`config.mk`:
```
export PLATFORM = sky130hd
export DESIGN_NAME = conv_job_sequencer
export DESIGN_NICKNAME = d
export VERILOG_FILES = /design/src/rtl/conv_job_sequencer.sv
export SDC_FILE = /design/constraint.sdc
export NUM_CORES = 2
export LEC_CHECK = 0
export ABC_AREA = 1
export BUFFER_PORTS_ARGS = -buffer_cell sky130_fd_sc_hd__buf_4
export CAP_MARGIN = 30
export CORE_MARGIN = 2
export CORE_UTILIZATION = 25
export CTS_CLUSTER_DIAMETER = 40
export DETAILED_ROUTE_END_ITERATION = 6
export GPL_ROUTABILITY_DRIVEN = 0
export PLACE_DENSITY = 0.49
export SETUP_SLACK_MARGIN = 0.02
export SKIP_CTS_REPAIR_TIMING = 1
export SLEW_MARGIN = 5
export SYNTH_ARGS = -nofsm -noshare
export SYNTH_HDL_FRONTEND = slang
export SYNTH_SLANG_ARGS = --single-unit
```
`constraint.sdc`:
```
create_clock -name Clk -period 5.6 [get_ports Clk]
set_input_delay 1.12 -clock Clk [delete_from_list [all_inputs] [get_ports Clk]]
set_output_delay 1.12 -clock Clk [all_outputs]
set_load 0.05 [all_outputs]
```
`src/rtl/conv_job_sequencer.sv`:
```
// conv_job_sequencer: feeds matrixAccelerator lanes group by group from a
// host-loaded operand buffer, then collects the final accumulate.
module conv_job_sequencer #(
  parameter int INPUT_PORT_COUNT = 3,
  parameter int BIT_LENGTH = 16,
  parameter int MAX_GROUPS = 8,
  parameter int TIMEOUT = 1024
) (
  input  logic Clk,
  input  logic Rst,
  input  logic wr_en,
  input  logic [$clog2(INPUT_PORT_COUNT*MAX_GROUPS)-1:0] wr_addr,
  input  logic [BIT_LENGTH-1:0] wr_multiplier,
  input  logic [BIT_LENGTH-1:0] wr_multiplicand,
  input  logic start,
  input  logic [$clog2(MAX_GROUPS+1)-1:0] group_count,
  output logic busy,
  output logic err,
  output logic [INPUT_PORT_COUNT*BIT_LENGTH-1:0] multiplier_out,
  output logic [INPUT_PORT_COUNT*BIT_LENGTH-1:0] multiplicand_out,
  output logic [INPUT_PORT_COUNT-1:0] mStart,
  input  logic [INPUT_PORT_COUNT-1:0] mReady,
  output logic finalAdd,
  input  logic [2*BIT_LENGTH-1:0] cSum,
  input  logic cReady,
  output logic [2*BIT_LENGTH-1:0] result,
  output logic result_valid,
  input  logic result_ready
);

  localparam int Depth = INPUT_PORT_COUNT*MAX_GROUPS;
  localparam int AW = $clog2(Depth);
  localparam int GW = $clog2(MAX_GROUPS+1);
  localparam int TW = $clog2(TIMEOUT+1);
  localparam int BusW = INPUT_PORT_COUNT*BIT_LENGTH;

  typedef enum logic [2:0] {
    IDLE, LOAD, START, WAIT_M, FINAL, WAIT_C, HOLD
  } state_t;

  state_t state;
  logic [BIT_LENGTH-1:0] mulMem [Depth];
  logic [BIT_LENGTH-1:0] mcdMem [Depth];
  logic [GW-1:0] grpCnt;
  logic [GW-1:0] g;
  logic [GW-1:0] loadG;
  logic [AW-1:0] loadBase;
  logic [INPUT_PORT_COUNT-1:0] seen;
  logic [INPUT_PORT_COUNT-1:0] seenNext;
  logic [TW-1:0] wdog;
  logic [BusW-1:0] nextMul;
  logic [BusW-1:0] nextMcd;
  logic startOk;
  logic wdogDone;

  always_ff @(posedge Clk) begin
    if (wr_en && !busy && 32'(wr_addr) < Depth) begin
      mulMem[wr_addr] <= wr_multiplier;
      mcdMem[wr_addr] <= wr_multiplicand;
    end
  end

  // Group whose operands get latched on the next entry to LOAD
  assign loadG = (state == IDLE) ? '0 : g + 1'b1;
  assign loadBase = AW'(32'(loadG) * INPUT_PORT_COUNT);

  always_comb begin
    nextMul = '0;
    nextMcd = '0;
    for (int i = 0; i < INPUT_PORT_COUNT; i++) begin
      nextMul[i*BIT_LENGTH +: BIT_LENGTH] = mulMem[loadBase + AW'(i)];
      nextMcd[i*BIT_LENGTH +: BIT_LENGTH] = mcdMem[loadBase + AW'(i)];
    end
  end

  assign startOk = (group_count != '0) &&
                   (32'(group_count) <= MAX_GROUPS);
  assign seenNext = seen | mReady;
  assign wdogDone = (wdog == TW'(TIMEOUT-1));

  always_ff @(posedge Clk) begin
    if (Rst) begin
      state <= IDLE;
      busy <= 1'b0;
      err <= 1'b0;
      mStart <= '0;
      finalAdd <= 1'b0;
      result_valid <= 1'b0;
      result <= '0;
      multiplier_out <= '0;
      multiplicand_out <= '0;
      grpCnt <= '0;
      g <= '0;
      seen <= '0;
      wdog <= '0;
    end else begin
      mStart <= '0;
      finalAdd <= 1'b0;
      unique case (state)
        IDLE: begin
          if (start && startOk) begin
            grpCnt <= group_count;
            g <= '0;
            err <= 1'b0;
            busy <= 1'b1;
            multiplier_out <= nextMul;
            multiplicand_out <= nextMcd;
            state <= LOAD;
          end else if (start) begin
            err <= 1'b1;
          end
        end
        LOAD: begin
          mStart <= '1;
          state <= START;
        end
        START: begin
          seen <= '0;
          wdog <= '0;
          state <= WAIT_M;
        end
        WAIT_M: begin
          seen <= seenNext;
          wdog <= wdog + 1'b1;
          if (&seenNext) begin
            if (g == grpCnt - 1'b1) begin
              finalAdd <= 1'b1;
              state <= FINAL;
            end else begin
              g <= g + 1'b1;
              multiplier_out <= nextMul;
              multiplicand_out <= nextMcd;
              state <= LOAD;
            end
          end else if (wdogDone) begin
            err <= 1'b1;
            busy <= 1'b0;
            state <= IDLE;
          end
        end
        FINAL: begin
          wdog <= '0;
          state <= WAIT_C;
        end
        WAIT_C: begin
          wdog <= wdog + 1'b1;
          if (cReady) begin
            result <= cSum;
            result_valid <= 1'b1;
            state <= HOLD;
          end else if (wdogDone) begin
            err <= 1'b1;
            busy <= 1'b0;
            state <= IDLE;
          end
        end
        HOLD: begin
          if (result_ready) begin
            result_valid <= 1'b0;
            busy <= 1'b0;
            state <= IDLE;
          end
        end
        default: state <= IDLE;
      endcase
    end
  end

endmodule

```
==> qor.yml <==
outcome:
  status: "finished clean"
synth:
  ys_async_sr_fraction: 0
  ys_top_cells_by_area: "edfxtp_1 47%, nand2_1 18%, dfxtp_1 6.5%, nand3_1 6.1%, o21ai_0 4.7%"
  yosys.area.top_type: "edfxtp_1"
  synth-seq-cells: 926
  synth_ff_type: "edfxtp_1"
  syn_area_sq_um: 48700
  syn-num-nets: 6271
  ys_types: 38
  synth_edf_count: 768
  synth-seq-area-share: 0.539
  synth_warnings: 0
  yosysTopAreaCellShare: 0.474
  synth.avg_cell_area_sq_um: 7.87
  syn_inst: 6180
worst_setup_path:
  cpMostUsedCell: "nor2_1"
  cp_max_fo: 47
  required_ps: 6270
  critPathLaunchType: "flop"
  critPathBufInv: 4
  critPathTopFamily: "buffers and inverters"
  cp.arrival_ps: 5240
  crit_chain: "inv_1 -> nand2_1 -> nor2_1 -> nor2_1 -> ha_1 -> fa_1 -> inv_4 -> nor2_4 -> inv_2 -> buf_4 -> o21ai_0 -> nor2_1 -> nand2_1 -> nand3_1 -> a21oi_1"
  worst_path_max_delay_cell: "buf_4"
  cp_slowest_stage_delay_ps: 880
  endpoint_kind: "flop"
  path_class: "flop to flop"
sta:
  drv_slew: 0
  fmax_mhz: 219
  slew-limit-headroom: 0.150
  whs_ps: 467
  rsz0062_at_grt: "false"
  fin_skew_ps: 29.5
  fin_crit_sh: 0.817
  setup_viol: 0
  min_period_ps: 4570
  worstMarginPinSlew_ps: 1270
  finalHoldViolCount: 0
  finalSetupTns_ps: 0
routing:
  wl_per_cell_um: 22.5
  dr_total_vias: 44100
  first_iter_violations: 4909
  drc: 0
  viasPerCell: 4.96
  drtPass1Iterations: 6
  ant_nets: 0
  drt-total-wl_um: 200000
clock_tree:
  htree_levels: 4
  cts_max_path_buffers: 3
  numCtsBuffers: 150
  root_buffer: "clkbuf_16"
  cts_num_sinks: 926
  clk_pin_slew_worst_paths_ps: 50
  clk_latency_ps: 810
  cts_tree: "done"
finish:
  layout-drive-gt1-share: 0.100
  nets: 6326
  syn2layout_area_growth_pct: 20.0
  fin_cells: 8891
grt:
  top_usage_layer: "met2"
  grt_use_total: 0.195
  antenna_found_initial: 14
  grt_pass1_vias: 40800
  grt_use_met3: 0.0365
  grt_use_met2: 0.321
  grt_pass1_wl_um: 285000
  overflow: 0
  grt_max_degree: 259
  use_met1: 0.247
run:
  maxCapViolCount: 0
power_and_ir_drop:
  max-vdd-ir-drop_v: 0.000330
  p_leak_nw: 24.4
  powerDensity_nw_per_um2: 423
placement:
  dp_hpwl_um: 116000
  placedCellCount: 8606
  port_buffers: 216
die:
  rows: 161
  io_pins: 217
  coreArea_sq_um: 193000
  die_area_sq_um: 198000
  start_util: 0.252
  die_h_um: 445
  die_w_um: 445
worst_hold_path:
  hold_class: "flop to flop"
flip-flops by register name, summed over array words and instances, names as in the netlist:
signal and flops:
mulMem 384, grpCnt 4, multiplier_out 48, result_valid 1, busy 1, finalAdd 1
err 1, state 3, mStart 1, wdog 11, result 32, seen 3
g 4, mcdMem 384, multiplicand_out 48
routing by layer:
layer / wire length (um) / up-vias
li1: - / 20700
met5: 108 / -
met4: 9820 / 16
met3: 16000 / 434
met1: 81200 / 21000
met2: 92700 / 1981
through the flow:
stage                     worst slack (ps)  power, mW  utilization  area, sq um
after floorplan                       1820       12.7            -        48700
after global placement                1220       15.1        0.275        53000
after detailed placement              1190       15.1        0.275        53100
after CTS                             1170       24.7        0.302        58300
after global routing                   865       25.7        0.303        58400
final                                 1030       24.7        0.303        58400
cells by family (layout without fill, tap and decap cells):
kind of cell               count (synthesis)  after routing  share of synthesized area
and+or+nand+nor                         3572           3572                      0.300
DFF                                      926            926                      0.539
buffers and inverters                    833           1015                     0.0688
AOI/OAI and AO/OA                        832            832                     0.0885
adders and majority gates                  9              9                    0.00247
xor gates and xnor gates                   7              7                    0.00141
muxes                                      1              1                   0.000206
other                                      0              3                          0
worst register-to-register path, cell delays in order (launching register included):
cell     delay [ps]
dfxtp_1         380
inv_1           160
nand2_1          90
nor2_1          290
nor2_1          170
ha_1            270
fa_1            740
inv_4           160
nor2_4           40
inv_2           360
buf_4           880
o21ai_0         510
nor2_1          190
nand2_1          60
nand3_1          90
a21oi_1          80
path summary, 6_finish.rpt:
| check | slack [ps] | start | cells past startpoint | endpoint |
|---|---|---|---|---|
| max | 1030 | state[0]$_SDFFE_PP0P_ | 15 | multiplier_out[4]$_SDFFE_PP0P_ |
| min | 470 | seen[0]$_SDFFE_PP0P_ | 2 | seen[0]$_SDFFE_PP0P_ |
| max reg2reg | 1030 | state[0]$_SDFFE_PP0P_ | 15 | multiplier_out[4]$_SDFFE_PP0P_ |
| min reg2reg | 470 | seen[0]$_SDFFE_PP0P_ | 2 | seen[0]$_SDFFE_PP0P_ |
placed cells by master, fill, tap and decap left out, types with 7 or more instances in the layout:
cell type	Yosys	layout
nand2_1	2392	2388
edfxtp_1	768	768
nand3_1	595	594
o21ai_0	460	460
inv_1	405	400
nor2_1	414	389
buf_4	5	288
a21oi_1	172	172
dfxtp_1	158	158
clkbuf_16	0	152
o21ai_1	145	144
nand4_1	143	143
o211ai_1	41	41
buf_12	0	26
nor2_4	0	25
inv_6	0	21
clkinv_2	0	20
clkbuf_1	230	20
bufinv_16	0	14
clkbuf_8	0	13
clkinv_4	0	12
nor3_1	10	10
clkinvlp_4	0	10
clkinv_8	0	9
or2_2	8	8
clkinv_1	3	7
power breakdown:
group | switching, mW | internal [mW] | leakage [nW] | total, mW
logic | 5.38 | 1.94 | 13.7 | 7.32
clock network | 3.64 | 5.88 | 2.51 | 9.52
registers | 0.235 | 7.61 | 8.20 | 7.85
cells in the mapped netlist (all sizes together) (10+ instances only):
cell type / number
buf: 187
nand3: 595
clkbuf: 230
a21oi: 172
dfxtp: 158
nand4: 143
edfxtp: 768
nor2: 418
o21ai: 605
nand2: 2396
nor3: 10
inv: 413
o211ai: 41
area by class of cell:
class | instances | area, sq um
clock inverter | 94 | 1110
antenna | 3 | 7.51
multi-input combinational | 4421 | 19400
timing repair buffer | 320 | 2840
clock buffer | 185 | 4060
tap | 2526 | 3160
fill | 20300 | 135000
inverter | 416 | 1590
sequential | 926 | 26200
Note: power is estimated with default switching activity, not from simulation.
